### src/rtl/ram_arbiter_pkg.sv
// Shared bus widths and address-decode helper for the two-master RAM arbiter.
package ram_arbiter_pkg;

  localparam int unsigned ADDR_BUS = 32;
  localparam int unsigned DATA_BUS = 32;
  localparam int unsigned SEL_BUS  = 4;

  // Bad when any bit above the RAM window is set or the address is not word aligned.
  function automatic logic addr_bad(input logic [ADDR_BUS-1:0] addr,
                                    input int unsigned        ram_bits);
    return ((addr >> ram_bits) != '0) || (addr[1:0] != 2'b00);
  endfunction

endpackage

### src/rtl/rr_arb2.sv
// Two-way round-robin grant; the last-grant register moves only on an accepted grant.
module rr_arb2 (
  input  logic       clk,
  input  logic       rst,
  input  logic [1:0] i_req,
  input  logic       i_accept,
  output logic [1:0] o_gnt
);

  logic r_last;  // 1 = master 1 was granted last

  assign o_gnt[1] = i_req[1] & (~i_req[0] | ~r_last);
  assign o_gnt[0] = i_req[0] & ~o_gnt[1];

  always_ff @(posedge clk) begin
    if (rst) begin
      r_last <= 1'b0;
    end else if (i_accept && (i_req != 2'b00)) begin
      r_last <= o_gnt[1];
    end
  end

endmodule

### src/rtl/ram_arbiter.sv
// Arbitrates two request/ack masters onto a single-port RAM with bounded-latency responses.
module ram_arbiter
  import ram_arbiter_pkg::*;
#(
  parameter int unsigned RAM_ADDR_BITS = 9
) (
  input  logic                clk,
  input  logic                rst,
  input  logic                m0_req,
  input  logic                m0_we,
  input  logic [SEL_BUS-1:0]  m0_sel,
  input  logic [ADDR_BUS-1:0] m0_addr,
  input  logic [DATA_BUS-1:0] m0_wdata,
  output logic                m0_ack,
  output logic                m0_err,
  output logic [DATA_BUS-1:0] m0_rdata,
  input  logic                m1_req,
  input  logic                m1_we,
  input  logic [SEL_BUS-1:0]  m1_sel,
  input  logic [ADDR_BUS-1:0] m1_addr,
  input  logic [DATA_BUS-1:0] m1_wdata,
  output logic                m1_ack,
  output logic                m1_err,
  output logic [DATA_BUS-1:0] m1_rdata,
  output logic                ram_en,
  output logic                ram_write_en,
  output logic [SEL_BUS-1:0]  ram_write_sel,
  output logic [ADDR_BUS-1:0] ram_addr,
  output logic [DATA_BUS-1:0] ram_data_in,
  input  logic [DATA_BUS-1:0] ram_data_out
);

  typedef enum logic [2:0] {StIdle, StRead, StWrite, StWhold, StResp} state_e;

  state_e              r_state;
  logic                r_gnt1, r_we, r_err;
  logic [SEL_BUS-1:0]  r_sel;
  logic [ADDR_BUS-1:0] r_addr;
  logic [DATA_BUS-1:0] r_wdata, r_rdata;
  logic                r_ram_en, r_ram_we;
  logic [SEL_BUS-1:0]  r_ram_sel;
  logic                r_m0_ack, r_m1_ack, r_m0_err, r_m1_err;
  logic [DATA_BUS-1:0] r_m0_rdata, r_m1_rdata;

  logic [1:0]          w_req, w_gnt;
  logic                w_accept, w_we, w_bad;
  logic [SEL_BUS-1:0]  w_sel;
  logic [ADDR_BUS-1:0] w_addr;
  logic [DATA_BUS-1:0] w_wdata;

  // A master whose ack is showing still holds its old request this cycle; mask it.
  assign w_req    = {m1_req & ~r_m1_ack, m0_req & ~r_m0_ack};
  assign w_accept = (r_state == StIdle) && (w_req != 2'b00);

  rr_arb2 u_rr_arb2 (
    .clk      (clk),
    .rst      (rst),
    .i_req    (w_req),
    .i_accept (w_accept),
    .o_gnt    (w_gnt)
  );

  assign w_we    = w_gnt[1] ? m1_we    : m0_we;
  assign w_sel   = w_gnt[1] ? m1_sel   : m0_sel;
  assign w_addr  = w_gnt[1] ? m1_addr  : m0_addr;
  assign w_wdata = w_gnt[1] ? m1_wdata : m0_wdata;
  assign w_bad   = addr_bad(w_addr, RAM_ADDR_BITS);

  always_ff @(posedge clk) begin
    if (rst) begin
      r_state    <= StIdle;
      r_gnt1     <= 1'b0;
      r_we       <= 1'b0;
      r_err      <= 1'b0;
      r_sel      <= '0;
      r_addr     <= '0;
      r_wdata    <= '0;
      r_rdata    <= '0;
      r_ram_en   <= 1'b0;
      r_ram_we   <= 1'b0;
      r_ram_sel  <= '0;
      r_m0_ack   <= 1'b0;
      r_m1_ack   <= 1'b0;
      r_m0_err   <= 1'b0;
      r_m1_err   <= 1'b0;
      r_m0_rdata <= '0;
      r_m1_rdata <= '0;
    end else begin
      r_m0_ack   <= 1'b0;
      r_m1_ack   <= 1'b0;
      r_m0_err   <= 1'b0;
      r_m1_err   <= 1'b0;
      r_m0_rdata <= '0;
      r_m1_rdata <= '0;
      case (r_state)
        StIdle: begin
          if (w_accept) begin
            r_gnt1  <= w_gnt[1];
            r_we    <= w_we;
            r_sel   <= w_sel;
            r_addr  <= w_addr;
            r_wdata <= w_wdata;
            r_err   <= w_bad;
            r_rdata <= '0;
            if (w_bad) begin
              r_state <= StResp;
            end else if (w_we) begin
              r_state   <= StWrite;
              r_ram_en  <= 1'b1;
              r_ram_we  <= 1'b1;
              r_ram_sel <= w_sel;
            end else begin
              r_state  <= StRead;
              r_ram_en <= 1'b1;
            end
          end
        end
        StRead: begin
          r_rdata  <= ram_data_out;
          r_ram_en <= 1'b0;
          r_state  <= StResp;
        end
        StWrite: begin
          r_ram_en <= 1'b0;
          r_ram_we <= 1'b0;
          r_state  <= StWhold;
        end
        StWhold: begin
          r_ram_sel <= '0;
          r_state   <= StResp;
        end
        StResp: begin
          if (r_gnt1) begin
            r_m1_ack   <= 1'b1;
            r_m1_err   <= r_err;
            r_m1_rdata <= r_we ? '0 : r_rdata;
          end else begin
            r_m0_ack   <= 1'b1;
            r_m0_err   <= r_err;
            r_m0_rdata <= r_we ? '0 : r_rdata;
          end
          r_state <= StIdle;
        end
        default: r_state <= StIdle;
      endcase
    end
  end

  assign m0_ack        = r_m0_ack;
  assign m0_err        = r_m0_err;
  assign m0_rdata      = r_m0_rdata;
  assign m1_ack        = r_m1_ack;
  assign m1_err        = r_m1_err;
  assign m1_rdata      = r_m1_rdata;
  assign ram_en        = r_ram_en;
  assign ram_write_en  = r_ram_we;
  assign ram_write_sel = r_ram_sel;
  assign ram_addr      = r_addr;
  assign ram_data_in   = r_wdata;

endmodule

### config.mk
export PLATFORM = sky130hd
export DESIGN_NAME = ram_arbiter
export DESIGN_NICKNAME = d
export VERILOG_FILES = /design/src/rtl/ram_arbiter_pkg.sv /design/src/rtl/rr_arb2.sv /design/src/rtl/ram_arbiter.sv
export SDC_FILE = /design/constraint.sdc
export NUM_CORES = 1
export LEC_CHECK = 0
export BUFFER_PORTS_ARGS = -buffer_cell sky130_fd_sc_hd__buf_2
export CAP_MARGIN = 20
export CORE_AREA = 2 2 123 125
export DETAILED_ROUTE_END_ITERATION = 16
export DIE_AREA = 0 0 125 127
export PLACE_DENSITY_LB_ADDON = 0.3
export SLEW_MARGIN = 40
export SYNTH_ARGS = -nofsm -noshare
export SYNTH_HDL_FRONTEND = slang
export SYNTH_SLANG_ARGS = --single-unit
### constraint.sdc
create_clock -name clk -period 2.2 [get_ports clk]
set_clock_uncertainty 0.1 [all_clocks]
set_input_delay 0.33 -clock clk [delete_from_list [all_inputs] [get_ports clk]]
set_output_delay 0.33 -clock clk [all_outputs]
set_load 0.02 [all_outputs]
==> flow_metrics.tcl <==
set metrics [dict create \
    p_comb_share_pct 15.6 \
    hp-class "input pin to flip-flop" \
    gp_congestion 0.9377 \
    ys_async_sr_fraction_pct 0 \
    max_slew_margin_pct 63.20 \
    clk_latency_ns 0.43 \
    synth-xor-area-share_pct 0.1298 \
    area_delta_synth_final_pct 34.58 \
    tns_ns 0 \
    synth-compound-area-share_pct 15.54 \
    seq_area_frac_synth_pct 52.22 \
    synthMuxAreaShare_pct 0.6675 \
    routedWlPerCell_um 14.92 \
    power_frac_clock_pct 39.4 \
    critPathKind "flip-flop to flip-flop" \
    fp.coreArea_mm2 0.01442 \
    worstSetupEndpointType "flip-flop" \
    cap_violations 0 \
    numCtsBuffers 17 \
    cts_tree "done" \
    power.switching_w 0.002175 \
    layout.nets 1214 \
    cts_root_buf "clkbuf_16" \
    path_max_fanout 24 \
    status "finished clean" \
    worstMarginPinSlew_ns 0.5520 \
    hold_viol 0 \
    synth_cells 746 \
    gr-usage-all-layers_pct 22.90 \
    post_route_cells_drive_above_1_share_pct 40.27 \
    synth_cell_types 42 \
    routed_via_density 4.979 \
    p_int_w 0.005413 \
    synth-simple-area-share_pct 26.68 \
    htreeDepth 4 \
    initial_core_util_pct 46.78 \
    synth_warnings 0 \
    die_area_mm2 0.01588 \
    max_stage_delay_ns 0.41 \
    power.leakage_nw 4.240 \
    synthAdderAreaFrac_pct 0 \
    synth_fp_nets 920 \
    fin_crit_sh_pct 84.95 \
    die_width_um 125 \
    design_area_mm2 0.009081 \
    grt_pass1_vias 5815 \
    drt_wl_total_um 18460 \
    postCtsHoldBufs 0 \
    ir_drop_mv 0.5538 \
    grt_first_pass_wirelength_um 29250 \
    cp.arrival_ns 2.11 \
    diodes 0 \
    post-dp-hpwl_um 13710 \
    clkSinkCount 176 \
    dieHeight_um 127 \
    cp_cell_sequence "nor3_4 -> nor2b_4 -> buf_4 -> nor2_1 -> a311oi_2" \
    vias 6159 \
    p_total_w 0.007589 \
    postCtsSetupRepairBufs 0 \
    detail-route-antenna-nets 0 \
    p_per_area_mw_per_mm2 835.6 \
    p_sw_share_pct 28.67 \
    placedInstanceArea_mm2 0.008488 \
    rows 44 \
    synth_top_family_by_area "simple AND/OR/NAND/NOR gates" \
    antenna_found_initial 0 \
    required_ns 2.44 \
    clockBufferDepth 2 \
    finalSetupViolations 0 \
    pwr-share-seq_pct 45.0 \
    cts.clk_slew.worst_paths_ns 0.07 \
    grt-ovfl-total 0 \
    stdcell_count 1237 \
    max_clock_freq_ghz 0.5350 \
    cts_resized 0 \
    crit_slowest_cell "dfxtp_1" \
    crit_path_start_kind "flip-flop" \
    grt_max_degree 55 \
    place_inst 1205 \
    first_iter_violations 309 \
    ys_seq_elements 176 \
    finalMaxSlewViolations 0 \
    rsz0062_at_grt "false" \
    syn-cell-area_mm2 0.006748 \
    pin_count 312 \
    synth_ff_type "dfxtp_1" \
    firstDrtPassIters 4 \
    avgSynthCellArea_um2 9.045 \
    io_buffers 311 \
    fin_crit_ns 1.869 \
    synth-edff-count 0 \
    remaining_drc_errors 0 \
]
-- cells by family after synthesis --
group                  after synthesis
buffers and inverters               64
XOR/XNOR                             1
AO/OA/AOI/OAI                      115
multiplexers                         4
AND/OR/NAND/NOR                    386
flip-flops                         176
-- worst paths after layout --
check / start / endpoint / slack, ns / cells after the start
setup / recovery: r_state[0]$_SDFFE_PP0N_ / ram_addr[0]$_SDFFE_PP0P_ / 0.33 / 5
hold / removal: ram_data_out[23] / r_rdata[23]$_SDFFE_PP0P_ / 0.03 / 3
setup reg to reg: r_state[0]$_SDFFE_PP0N_ / ram_addr[0]$_SDFFE_PP0P_ / 0.33 / 5
hold reg to reg: r_rdata[22]$_SDFFE_PP0P_ / m1_rdata[22]$_SDFF_PP0_ / 0.37 / 1
-- state kept, by name, summed over array words and instances, names as in the netlist, 3 cells and up --
| name | count |
|---|---|
| ram_write_sel | 4 |
| ram_data_in | 32 |
| r_rdata | 32 |
| m0_rdata | 32 |
| r_state | 3 |
| m1_rdata | 32 |
| ram_addr | 32 |
-- cell type report --
class                           instances  area [um2]
Timing Repair Buffer                  336        1809
Sequential cell                       176        3523
Inverter                                3       11.26
Clock inverter                         15       167.7
Multi-Input combinational cell        506        2914
Fill cell                            1282        5343
Clock buffer                           17       425.4
Tap cell                              184       230.2
-- per-stage QoR --
step | hold slack [ns] | worst slack [ns] | utilization, %
floorplan | 0.3358 | 0.4181 | -
global placement | 0.3512 | 0.1743 | 58.85
detailed placement | 0.3551 | 0.1670 | 58.85
CTS | 0.02410 | 0.3127 | 62.96
global route | 0.03183 | 0.1449 | 62.96
finish | 0.03481 | 0.3310 | 62.96
-- cells in the mapped netlist, drive strengths merged (2+ instances only) --
master | instances | area share (%)
and2b | 3 | 0.33
nand3 | 36 | 2.7
mux2 | 4 | 0.67
and2 | 68 | 6.3
a311oi | 64 | 11
buf | 28 | 2.7
dfxtp | 176 | 52
nor4 | 12 | 1.2
o41ai | 2 | 0.26
nor3 | 4 | 0.46
inv | 3 | 0.17
nor2 | 73 | 4.4
a21oi | 38 | 2.8
nor2b | 7 | 0.65
and3 | 3 | 0.28
o21ai | 2 | 0.20
nand2 | 172 | 9.6
or2 | 3 | 0.28
nand4 | 2 | 0.19
clkbuf | 33 | 1.9
-- cells in the final DEF (no fill, tap or decap), types with 2 or more instances in the layout --
cell type	instances
a21oi_1	38
a311oi_1	34
a311oi_2	30
and2_1	67
and2b_1	3
and3_1	3
buf_12	5
buf_2	310
buf_4	21
clkbuf_16	17
clkinvlp_4	4
dfxtp_1	176
inv_1	2
inv_6	3
inv_8	5
mux2_2	4
nand2_1	171
nand3_1	36
nand4_1	2
nor2_1	63
nor2_2	10
nor2b_1	6
nor3_1	3
nor4_1	11
o41ai_1	2
or2_2	3
-- critical path: cells and delay by family (launching register included) --
family	cells	cell delay, ns
simple gates	3	0.71
flops	1	0.41
compound gates	1	0.24
buf+inv	1	0.32
-- metal layers --
metal / wire, um / track usage, % / up-vias
li1: - / - / 3128
met1: 7618 / 27.07 / 2766
met2: 9025 / 39.23 / 232
met3: 1285 / 6.575 / 33
met4: 532 / 9.608 / 0
met5: 0 / 0 / -
-- power by group through the flow --
stage                     registers [W]  logic, W  clock network (W)
after global placement          0.00348   0.00118                  0
after global routing            0.00343   0.00129            0.00318
after CTS                       0.00341   0.00119            0.00304
after floorplan                 0.00366  0.000553                  0
final                           0.00341   0.00119            0.00299
after detailed placement        0.00348   0.00119                  0
(Power assumes the default switching activity.)
